==> src/rtl/fifo_uart_tx_ctrl_if.sv <==
// fifo_uart_tx_ctrl_if: FIFO read port plus UART line/status bundle for fifo_uart_tx_ctrl.
// Latency: none, wires only.
// Backpressure: none here; the controller paces reads one frame at a time.
interface fifo_uart_tx_ctrl_if;
  logic       fifo_empty;
  logic       fifo_valid;
  logic [7:0] fifo_dout;
  logic       fifo_rd_en;
  logic       uart_tx;
  logic       tx_busy;
  logic       tx_done;
  logic       rd_err;

  // Environment side: owns the FIFO read port, observes the line and status
  modport master (
    output fifo_empty, fifo_valid, fifo_dout,
    input  fifo_rd_en, uart_tx, tx_busy, tx_done, rd_err
  );

  // Controller side
  modport slave (
    input  fifo_empty, fifo_valid, fifo_dout,
    output fifo_rd_en, uart_tx, tx_busy, tx_done, rd_err
  );
endinterface

==> src/rtl/fifo_uart_tx_ctrl.sv <==
// fifo_uart_tx_ctrl: frame-paced FIFO reader driving an 8N1 UART line, LSB first.
// Latency: empty seen low -> rd_en next cycle -> valid sampled -> start bit; frame is 10*BAUD_DIV cycles.
// Backpressure: one read in flight; the next read waits for the stop bit, so bytes stay in the FIFO.
// Build option: define UART_PARITY_EN to add an even-parity bit after the data (11-bit frame).
module fifo_uart_tx_ctrl #(
  parameter int CLK_FREQ   = 50_000_000,
  parameter int BAUD       = 1_562_500,
  parameter int RD_TIMEOUT = 4
) (
  input logic                clk,
  input logic                rst,
  fifo_uart_tx_ctrl_if.slave bus
);

  localparam int BAUD_DIV = CLK_FREQ / BAUD;
  localparam int CNT_W    = (BAUD_DIV > 1) ? $clog2(BAUD_DIV) : 1;
  localparam int WT_W     = (RD_TIMEOUT > 1) ? $clog2(RD_TIMEOUT) : 1;
  localparam logic [CNT_W-1:0] BAUD_LAST = CNT_W'(BAUD_DIV - 1);
  localparam logic [WT_W-1:0]  WAIT_LAST = WT_W'(RD_TIMEOUT - 1);

  // Frame states are encoded from START upward so "in frame" is a single compare
  localparam logic [2:0] IDLE   = 3'd0;
  localparam logic [2:0] READ   = 3'd1;
  localparam logic [2:0] WAIT_V = 3'd2;
  localparam logic [2:0] START  = 3'd3;
  localparam logic [2:0] DATA   = 3'd4;
  localparam logic [2:0] STOP   = 3'd5;
`ifdef UART_PARITY_EN
  localparam logic [2:0] PARITY = 3'd6;
`endif

  logic [2:0]       state;
  logic [2:0]       state_nxt;
  logic [CNT_W-1:0] baud_cnt;
  logic [WT_W-1:0]  wait_cnt;
  logic [2:0]       bit_idx;
  logic [7:0]       shreg;
  logic             rd_err_q;
  logic             tx_line;
  logic             baud_wrap;
  logic             in_frame;
  logic             wait_expired;
`ifdef UART_PARITY_EN
  logic             par_bit;
`endif

  assign baud_wrap    = (baud_cnt == BAUD_LAST);
  assign in_frame     = (state >= START);
  assign wait_expired = (wait_cnt == WAIT_LAST);

  // Next-state selection; bit-period states leave only on a baud wrap
  always_comb begin
    state_nxt = state;
    case (state)
      IDLE:   if (!bus.fifo_empty) state_nxt = READ;
      // A read is only issued against a non-empty FIFO; otherwise back off
      READ:   state_nxt = bus.fifo_empty ? IDLE : WAIT_V;
      WAIT_V: begin
        if (bus.fifo_valid)     state_nxt = START;
        else if (wait_expired)  state_nxt = IDLE;
      end
      START:  if (baud_wrap) state_nxt = DATA;
      DATA: begin
        if (baud_wrap && (bit_idx == 3'd7)) begin
`ifdef UART_PARITY_EN
          state_nxt = PARITY;
`else
          state_nxt = STOP;
`endif
        end
      end
`ifdef UART_PARITY_EN
      PARITY: if (baud_wrap) state_nxt = STOP;
`endif
      STOP:   if (baud_wrap) state_nxt = IDLE;
      default: state_nxt = IDLE;
    endcase
  end

  // State register
  always_ff @(posedge clk or posedge rst) begin
    if (rst) state <= IDLE;
    else     state <= state_nxt;
  end

  // Baud counter: zero outside frames and on every state entry, wraps at BAUD_DIV-1
  always_ff @(posedge clk or posedge rst) begin
    if (rst)                                              baud_cnt <= '0;
    else if (!in_frame || (state_nxt != state) || baud_wrap) baud_cnt <= '0;
    else                                                  baud_cnt <= baud_cnt + CNT_W'(1);
  end

  // Read-wait counter: cleared by the read pulse, counts WAIT_V cycles
  always_ff @(posedge clk or posedge rst) begin
    if (rst)                  wait_cnt <= '0;
    else if (state == WAIT_V) wait_cnt <= wait_cnt + WT_W'(1);
    else                      wait_cnt <= '0;
  end

  // Data bit index, advancing on each baud wrap within DATA
  always_ff @(posedge clk or posedge rst) begin
    if (rst)                             bit_idx <= 3'd0;
    else if (state != DATA)              bit_idx <= 3'd0;
    else if (baud_wrap)                  bit_idx <= bit_idx + 3'd1;
  end

  // Shift register: byte latched once on valid, so later fifo_dout changes are ignored
  always_ff @(posedge clk or posedge rst) begin
    if (rst)                                  shreg <= 8'h00;
    else if ((state == WAIT_V) && bus.fifo_valid) shreg <= bus.fifo_dout;
    else if ((state == DATA) && baud_wrap)    shreg <= {1'b0, shreg[7:1]};
  end

`ifdef UART_PARITY_EN
  // Even parity captured alongside the byte
  always_ff @(posedge clk or posedge rst) begin
    if (rst)                                  par_bit <= 1'b0;
    else if ((state == WAIT_V) && bus.fifo_valid) par_bit <= ^bus.fifo_dout;
  end
`endif

  // Sticky read-timeout flag, cleared only by reset
  always_ff @(posedge clk or posedge rst) begin
    if (rst)                                                  rd_err_q <= 1'b0;
    else if ((state == WAIT_V) && !bus.fifo_valid && wait_expired) rd_err_q <= 1'b1;
  end

  // Line level decoded from state; reset forces IDLE, so the line goes high at once
  always_comb begin
    tx_line = 1'b1;
    case (state)
      START:  tx_line = 1'b0;
      DATA:   tx_line = shreg[0];
`ifdef UART_PARITY_EN
      PARITY: tx_line = par_bit;
`endif
      default: tx_line = 1'b1;
    endcase
  end

  assign bus.uart_tx    = tx_line;
  assign bus.fifo_rd_en = (state == READ) && !bus.fifo_empty;
  assign bus.tx_busy    = (state != IDLE);
  assign bus.tx_done    = (state == STOP) && baud_wrap;
  assign bus.rd_err     = rd_err_q;

endmodule

==> src/flat_wrapper.sv <==
// flat-port wrapper written by rule: the top's interface ports become plain ports
module fifo_uart_tx_ctrl_flat 
#(
  parameter int CLK_FREQ   = 50_000_000,
  parameter int BAUD       = 1_562_500,
  parameter int RD_TIMEOUT = 4
)
  (clk, rst, bus_fifo_empty, bus_fifo_valid, bus_fifo_dout, bus_fifo_rd_en, bus_uart_tx, bus_tx_busy, bus_tx_done, bus_rd_err);
  fifo_uart_tx_ctrl_if bus_i ();
  input logic clk;
  input logic rst;
  input wire logic [$bits(bus_i.fifo_empty)-1:0] bus_fifo_empty;
  input wire logic [$bits(bus_i.fifo_valid)-1:0] bus_fifo_valid;
  input wire logic [$bits(bus_i.fifo_dout)-1:0] bus_fifo_dout;
  output wire logic [$bits(bus_i.fifo_rd_en)-1:0] bus_fifo_rd_en;
  output wire logic [$bits(bus_i.uart_tx)-1:0] bus_uart_tx;
  output wire logic [$bits(bus_i.tx_busy)-1:0] bus_tx_busy;
  output wire logic [$bits(bus_i.tx_done)-1:0] bus_tx_done;
  output wire logic [$bits(bus_i.rd_err)-1:0] bus_rd_err;
  assign bus_i.fifo_empty = bus_fifo_empty;
  assign bus_i.fifo_valid = bus_fifo_valid;
  assign bus_i.fifo_dout = bus_fifo_dout;
  assign bus_fifo_rd_en = bus_i.fifo_rd_en;
  assign bus_uart_tx = bus_i.uart_tx;
  assign bus_tx_busy = bus_i.tx_busy;
  assign bus_tx_done = bus_i.tx_done;
  assign bus_rd_err = bus_i.rd_err;
  fifo_uart_tx_ctrl #(.CLK_FREQ(CLK_FREQ), .BAUD(BAUD), .RD_TIMEOUT(RD_TIMEOUT)) u_core (.clk(clk), .rst(rst), .bus(bus_i));
endmodule
==> config.mk <==
export PLATFORM = sky130hd
export DESIGN_NAME = fifo_uart_tx_ctrl_flat
export DESIGN_NICKNAME = d
export VERILOG_FILES = /design/src/rtl/fifo_uart_tx_ctrl_if.sv /design/src/rtl/fifo_uart_tx_ctrl.sv /design/src/flat_wrapper.sv
export SDC_FILE = /design/constraint.sdc
export NUM_CORES = 1
export LEC_CHECK = 0
export BUFFER_PORTS_ARGS = -buffer_cell sky130_fd_sc_hd__buf_2
export CORE_MARGIN = 2
export CORE_UTILIZATION = 40
export DETAILED_ROUTE_END_ITERATION = 6
export GPL_TIMING_DRIVEN = 1
export PLACE_DENSITY = 0.58
export SYNTH_ARGS = -nofsm -noshare
export SYNTH_HDL_FRONTEND = slang
export SYNTH_SLANG_ARGS = --single-unit
==> constraint.sdc <==
create_clock -name clk -period 2.05 [get_ports clk]
set_input_delay 0.1025 -clock clk [delete_from_list [all_inputs] [get_ports clk]]
set_output_delay 0.1025 -clock clk [all_outputs]
set_load 0.05 [all_outputs]
Word level (Yosys, flattened, before mapping) --
Cells that the tools add are included. W data, S select, Z words.
Word-level totals: register bits after elaboration 22, input bits 12, output and inout port bits 5, logic and storage cells 51
Operators by class: add/sub/neg operators 3, order comparisons 1, equal/unequal tests 10, muxes and demuxes 15, reduce and logical (&&, ||, !) cells 16
Operators with widths (number):
- $mux W3 | 8
- $pmux W3 S6 | 1
- $mux W8 | 2
- $eq A3 B3 Y1 const B | 3
- $logic_and A1 B1 Y1 | 7
- $eq A3 B2 Y1 const B | 2
- $add A5 B1 Y5 const B | 1
- $eq A5 B5 Y1 const B | 1
- $mux W5 | 1
- $mux W2 | 2
- $reduce_bool A2 Y1 | 2
- $add A3 B1 Y3 const B | 1
- $eq A3 B1 Y1 const B | 1
- $ge A3 B2 Y1 const B | 1
- $logic_not A1 Y1 | 3
- $logic_not A3 Y1 | 1
- $ne A3 B3 Y1 | 1
- $ne A3 B3 Y1 const B | 1
- $reduce_bool A3 Y1 | 1
- $add A2 B1 Y2 const B | 1
- $eq A2 B2 Y1 const B | 1
- $logic_or A1 B1 Y1 | 2
- $pmux W1 S2 | 1

Depth between registers and ports, before layout --
depth in word-level cells 8, depth in mapped cells 8, depth with buffers taken out 7

Worst setup path after synthesis --
Ideal clock, no wire load.
kind reg-to-output, start register u_core.state[2], end output port bus_fifo_rd_en, arrival 1.805 ns, required time 1.947 ns, slack 0.142 ns, stages on the path, launching flop included 4, path buffers 1, path through dfrtp_1 > buf_6 > nor2b_2 > nor3b_1
On the way: longest elaborated chain between the ends 2
Ends and longest elaborated chain:
- from (decl) | RTL line fifo_uart_tx_ctrl.sv:32 | logic [2:0] state;
- from (signal assigned) | RTL line fifo_uart_tx_ctrl.sv:83 | else state <= state_nxt;
- $eq A3 B1 Y1 | RTL line fifo_uart_tx_ctrl.sv:142 | assign bus.fifo_rd_en = (state == READ) && !bus.fifo_empty;
- $logic_and A1 B1 Y1 | RTL line fifo_uart_tx_ctrl.sv:142
- to (decl) | RTL line flat_wrapper.sv:15 | output wire logic [$bits(bus_i.fifo_rd_en)-1:0] bus_fifo_rd_en;
Every way passes these cells.

Final worst setup path --
start register u_core.baud_cnt[0], end output port bus_tx_done
On the way: longest elaborated chain between the ends 2
Ends and longest elaborated chain:
- from (decl) | RTL line fifo_uart_tx_ctrl.sv:34 | logic [CNT_W-1:0] baud_cnt;
- from (signal assigned) | RTL line fifo_uart_tx_ctrl.sv:90 | else baud_cnt <= baud_cnt + CNT_W'(1);
- $eq A5 B5 Y1 | RTL line fifo_uart_tx_ctrl.sv:47 | assign baud_wrap = (baud_cnt == BAUD_LAST);
- $logic_and A1 B1 Y1 | RTL line fifo_uart_tx_ctrl.sv:144 | assign bus.tx_done = (state == STOP) && baud_wrap;
- to (decl) | RTL line flat_wrapper.sv:18 | output wire logic [$bits(bus_i.tx_done)-1:0] bus_tx_done;
Every way passes these cells.

==> impl_results.html <==
<table>
<tr><th>Metric</th><th>Value</th></tr>
<tr><th colspan="2">Outcome</th></tr>
<tr><td>Run status</td><td>complete, no violations</td></tr>
<tr><th colspan="2">STA</th></tr>
<tr><td>Final worst-path setup slack</td><td>0.129 ns</td></tr>
<tr><td>Endpoints failing hold</td><td>0</td></tr>
<tr><td>Final critical-path share of the clock period</td><td>0.937</td></tr>
<tr><td>Tightest slew margin relative to the limit</td><td>0.445</td></tr>
<tr><td>Clock skew</td><td>0.00343 ns</td></tr>
<tr><td>Slew Viols, Final</td><td>0</td></tr>
<tr><td>Setup_tns</td><td>0 ns</td></tr>
<tr><td>Tightest Pin Transition</td><td>0.832 ns</td></tr>
<tr><td>Shortest period the worst path allows</td><td>1.92 ns</td></tr>
<tr><td>Maximum clock frequency</td><td>0.521 GHz</td></tr>
<tr><td>Final Hold Slack</td><td>0.00500 ns</td></tr>
<tr><td>Unrepaired setup endpoints after global routing</td><td>no</td></tr>
<tr><td>Setup Viol. Count Final</td><td>0</td></tr>
<tr><th colspan="2">Floorplan</th></tr>
<tr><td>Core Region</td><td>2760 um^2</td></tr>
<tr><td>Floorplan die width</td><td>58.1 um</td></tr>
<tr><td>Initial Utilization</td><td>0.424</td></tr>
<tr><td>Number of placement rows</td><td>19</td></tr>
<tr><td>Die height</td><td>58.1 um</td></tr>
<tr><td>I/O pin count</td><td>17</td></tr>
<tr><td>Total Die Area</td><td>3370 um^2</td></tr>
<tr><th colspan="2">Route</th></tr>
<tr><td>Initial DRC Count</td><td>10</td></tr>
<tr><td>Via density per instance</td><td>5.12</td></tr>
<tr><td>Detailed-route via count</td><td>819</td></tr>
<tr><td>Antenna Nets Post-Route</td><td>0</td></tr>
<tr><td>Total Routed Length</td><td>2020 um</td></tr>
<tr><td>Detailed-routing iteration count for the pre-antenna-repair pass</td><td>4</td></tr>
<tr><td>DR DRC count</td><td>0</td></tr>
<tr><td>WL per Instance</td><td>12.6 um</td></tr>
<tr><th colspan="2">Pwr</th></tr>
<tr><td>Ratio of total power to cell area</td><td>1130 nW/um^2</td></tr>
<tr><td>Leakage power</td><td>0.604 nW</td></tr>
<tr><td>IR drop worst, VDD</td><td>0.693 mV</td></tr>
<tr><th colspan="2">Critical path</th></tr>
<tr><td>Critical Path Start</td><td>u_core.baud_cnt[0]</td></tr>
<tr><td>Destination of the worst register-to-register timing path</td><td>u_core.shreg[6]</td></tr>
<tr><td>Register-to-Register Setup Slack</td><td>0.26 ns</td></tr>
<tr><td>Worst path required time</td><td>1.95 ns</td></tr>
<tr><td>Highest cell delay on the worst timing path</td><td>0.38 ns</td></tr>
<tr><td>Most frequent cell on the critical path</td><td>sky130_fd_sc_hd__buf_4</td></tr>
<tr><td>Crit path max fanout</td><td>7</td></tr>
<tr><td>Reg2reg start</td><td>u_core.baud_cnt[0]</td></tr>
<tr><td>Crit-path slowest cell</td><td>sky130_fd_sc_hd__dfrtp_1</td></tr>
<tr><td>Critical path capture point</td><td>bus_tx_done</td></tr>
<tr><td>Setup Crit Path Kind</td><td>register to output pin</td></tr>
<tr><td>Data arrival at the endpoint of the critical path</td><td>1.82 ns</td></tr>
<tr><td>Cell Chain, Critical Path</td><td>ha_1 -&gt; and3_1 -&gt; ha_2 -&gt; buf_4 -&gt; nand2_1 -&gt; nor2_1 -&gt; buf_4</td></tr>
<tr><td>Length in cells of the worst reg-to-reg path</td><td>7</td></tr>
<tr><td>Kind of end point of the critical path</td><td>output pin</td></tr>
<tr><td>Worst Setup Start Kind</td><td>register</td></tr>
<tr><th colspan="2">Placement</th></tr>
<tr><td>Estimated wirelength of the detail-placed design</td><td>1490 um</td></tr>
<tr><td>Pre-CTS setup slack</td><td>0.232 ns</td></tr>
<tr><td>GP Congestion</td><td>0.728</td></tr>
<tr><td>Placed cell area</td><td>1260 um^2</td></tr>
<tr><td>Total of buffers placed on input and output ports</td><td>16</td></tr>
<tr><th colspan="2">Synthesis</th></tr>
<tr><td>Cell accounting for the most synthesized area</td><td>sky130_fd_sc_hd__dfrtp_1</td></tr>
<tr><td>Post-synthesis instance area</td><td>1170 um^2</td></tr>
<tr><td>Flip-flop cell with the highest count after synthesis</td><td>sky130_fd_sc_hd__dfrtp_1</td></tr>
<tr><td>Dominant cells by area after synthesis</td><td>sky130_fd_sc_hd__dfrtp_1 (47%), sky130_fd_sc_hd__mux2i_1 (7.7%), sky130_fd_sc_hd__ha_1 (5.3%), sky130_fd_sc_hd__a21oi_1 (5.1%), sky130_fd_sc_hd__nor2_1 (5.1%)</td></tr>
<tr><td>Unique cell type count in the Yosys netlist</td><td>30</td></tr>
<tr><td>Yosys reg bits</td><td>22</td></tr>
<tr><td>Number of enable-type register cells in the synthesized netlist</td><td>0</td></tr>
<tr><td>Commonest cells in the synthesized netlist</td><td>sky130_fd_sc_hd__dfrtp_1 (22), sky130_fd_sc_hd__nor2_1 (16), sky130_fd_sc_hd__a21oi_1 (12)</td></tr>
<tr><td>Most frequently used cell type in the post-synthesis netlist</td><td>sky130_fd_sc_hd__dfrtp_1</td></tr>
<tr><td>Syn Nets</td><td>130</td></tr>
<tr><td>Yosys warning total</td><td>0</td></tr>
<tr><td>Post-Syn Area per Cell</td><td>10.4 um^2</td></tr>
<tr><td>Fraction of registers with async set/reset</td><td>1.00</td></tr>
<tr><td>Portion of the post-synthesis area used by sequential elements</td><td>0.471</td></tr>
<tr><td>Number of instances in the synthesized netlist</td><td>113</td></tr>
<tr><td>Top-area cell type share of the netlist area</td><td>0.471</td></tr>
<tr><th colspan="2">CTS</th></tr>
<tr><td>Latest clock arrival within the worst-skew pair</td><td>0.30 ns</td></tr>
<tr><td>CTS tree</td><td>yes</td></tr>
<tr><td>Root buffer cell</td><td>sky130_fd_sc_hd__clkbuf_4</td></tr>
<tr><td>Reg clk slew, reported paths</td><td>0.12 ns</td></tr>
<tr><td>Clk buf depth</td><td>2</td></tr>
<tr><td>Number of buffers created by CTS</td><td>3</td></tr>
<tr><td>Clock sinks</td><td>22</td></tr>
<tr><td>Deepest level of the CTS H-tree</td><td>1</td></tr>
<tr><th colspan="2">GRT</th></tr>
<tr><td>Sum of overflow across all layers after global routing</td><td>0</td></tr>
<tr><td>First-pass GRT wire length</td><td>3500 um</td></tr>
<tr><td>Largest net degree at the start of global routing</td><td>23</td></tr>
<tr><td>GRT Util Overall</td><td>0.135</td></tr>
<tr><td>Via count of the first global-routing pass</td><td>784</td></tr>
<tr><td>Number of antenna violations at the first check in global routing</td><td>0</td></tr>
<tr><th colspan="2">Layout</th></tr>
<tr><td>Post-synthesis to final-layout area growth</td><td>10.8%</td></tr>
<tr><td>Ratio of cells with drive above 1 in the final layout</td><td>0.217</td></tr>
<tr><td>N_diodes</td><td>0</td></tr>
<tr><td>Final Cell Area</td><td>1300 um^2</td></tr>
<tr><td>Area of the multi-input gates</td><td>573 um^2</td></tr>
<tr><td>Post-layout nets</td><td>148</td></tr>
<tr><td>Fill cells</td><td>277</td></tr>
<tr><td>Register Area</td><td>551 um^2</td></tr>
<tr><td>Final Util</td><td>0.470</td></tr>
<tr><th colspan="2">Worst hold path</th></tr>
<tr><td>Class of the tightest hold or removal check</td><td>input pin to register</td></tr>
<tr><td>Worst hold path stage count</td><td>3</td></tr>
<tr><th colspan="2">Run</th></tr>
<tr><td>Count of max-cap constraint violations</td><td>0</td></tr>
</table>
power by group:
group | total, mW | internal, mW | switching, mW
clock | 0.194 | 0.0686 | 0.125
sequential | 0.703 | 0.562 | 0.142
combinational | 0.562 | 0.231 | 0.331
stage by stage:
stage / power (mW) / cells
2_1_floorplan: 1.17 / 113
3_3_place_gp: 1.27 / 156
3_5_place_dp: 1.28 / 156
4_1_cts: 1.48 / 160
5_1_grt: 1.58 / 160
6_report: 1.46 / 160
cell type report:
| class | instances | area share |
|---|---|---|
| clock buffers | 3 | 0.0174 |
| multi-input cells | 83 | 0.442 |
| repair buffers | 18 | 0.0772 |
| flip-flops and latches | 22 | 0.425 |
| well taps | 31 | 0.0299 |
| inverters | 3 | 0.00869 |
flip-flops by register name (all words and copies together), names as in the netlist:
register,cells
u_core.state,3
u_core.wait_cnt,2
u_core.baud_cnt,5
u_core.shreg,8
u_core.bit_idx,3
u_core.bus.rd_err,1
how the worst min path moves through the flow:
stage / startpoint / slack [ns] / endpoint
2_1_floorplan: rst / 0.09 / u_core.baud_cnt[0]
3_3_place_gp: rst / 0.31 / u_core.baud_cnt[2]
3_5_place_dp: rst / 0.32 / u_core.shreg[1]
4_1_cts: bus_fifo_dout[4] / 0.005 / u_core.shreg[4]
5_1_grt: bus_fifo_dout[4] / 0.02 / u_core.shreg[4]
6_report: bus_fifo_dout[4] / 0.005 / u_core.shreg[4]
critical path: cells and delay by family (launching register included):
kind          cells  cell delay [ns]
fa+ha+maj         2             0.42
flops             1             0.38
buf+inv           2             0.38
simple gates      3             0.32
cell usage in the layout (no fill, tap or decap), types with 2 or more instances in the layout:
cell	netlist	routed
sky130_fd_sc_hd__nand2_1	4	4
sky130_fd_sc_hd__nor3b_1	3	3
sky130_fd_sc_hd__buf_2	3	15
sky130_fd_sc_hd__mux2i_1	9	9
sky130_fd_sc_hd__inv_1	3	3
sky130_fd_sc_hd__a21o_1	3	3
sky130_fd_sc_hd__nor2_1	16	16
sky130_fd_sc_hd__nor3_1	2	2
sky130_fd_sc_hd__o21ai_0	5	5
sky130_fd_sc_hd__nand3b_1	3	3
sky130_fd_sc_hd__xnor2_1	2	2
sky130_fd_sc_hd__clkbuf_4	0	3
sky130_fd_sc_hd__a21oi_1	12	12
sky130_fd_sc_hd__nand2b_1	2	2
sky130_fd_sc_hd__buf_4	0	2
sky130_fd_sc_hd__ha_1	5	4
sky130_fd_sc_hd__nand2b_4	2	2
sky130_fd_sc_hd__and2_1	3	3
sky130_fd_sc_hd__dfrtp_1	22	22
cells by family after synthesis:
| family | count (synthesis) | share of synthesized area |
|---|---|---|
| simple gates | 42 | 0.217 |
| compound gates | 24 | 0.118 |
| flops | 22 | 0.471 |
| mux | 9 | 0.0770 |
| buf+inv | 8 | 0.0417 |
| fa+ha+maj | 5 | 0.0535 |
| xor+xnor | 3 | 0.0225 |
routing by layer:
metal | routed length, um | part of all wire | track usage | vias to the layer above
met5 | 0 | 0 | 0 | -
met3 | 83 | 0.041 | 0.0513 | 2
met1 | 932 | 0.46 | 0.177 | 385
li1 | - | - | - | 420
met4 | 16 | 0.0079 | 0.0199 | 0
met2 | 984 | 0.49 | 0.216 | 12
repair_timing:
action	in CTS	in global routing
endpoints found under the setup margin	0	2
hold endpoints to repair	22	0
gates resized for setup	0	3
buffers inserted	0	0
hold buffers	1	0
No activity file was read; power rests on OpenSTA's default activity.
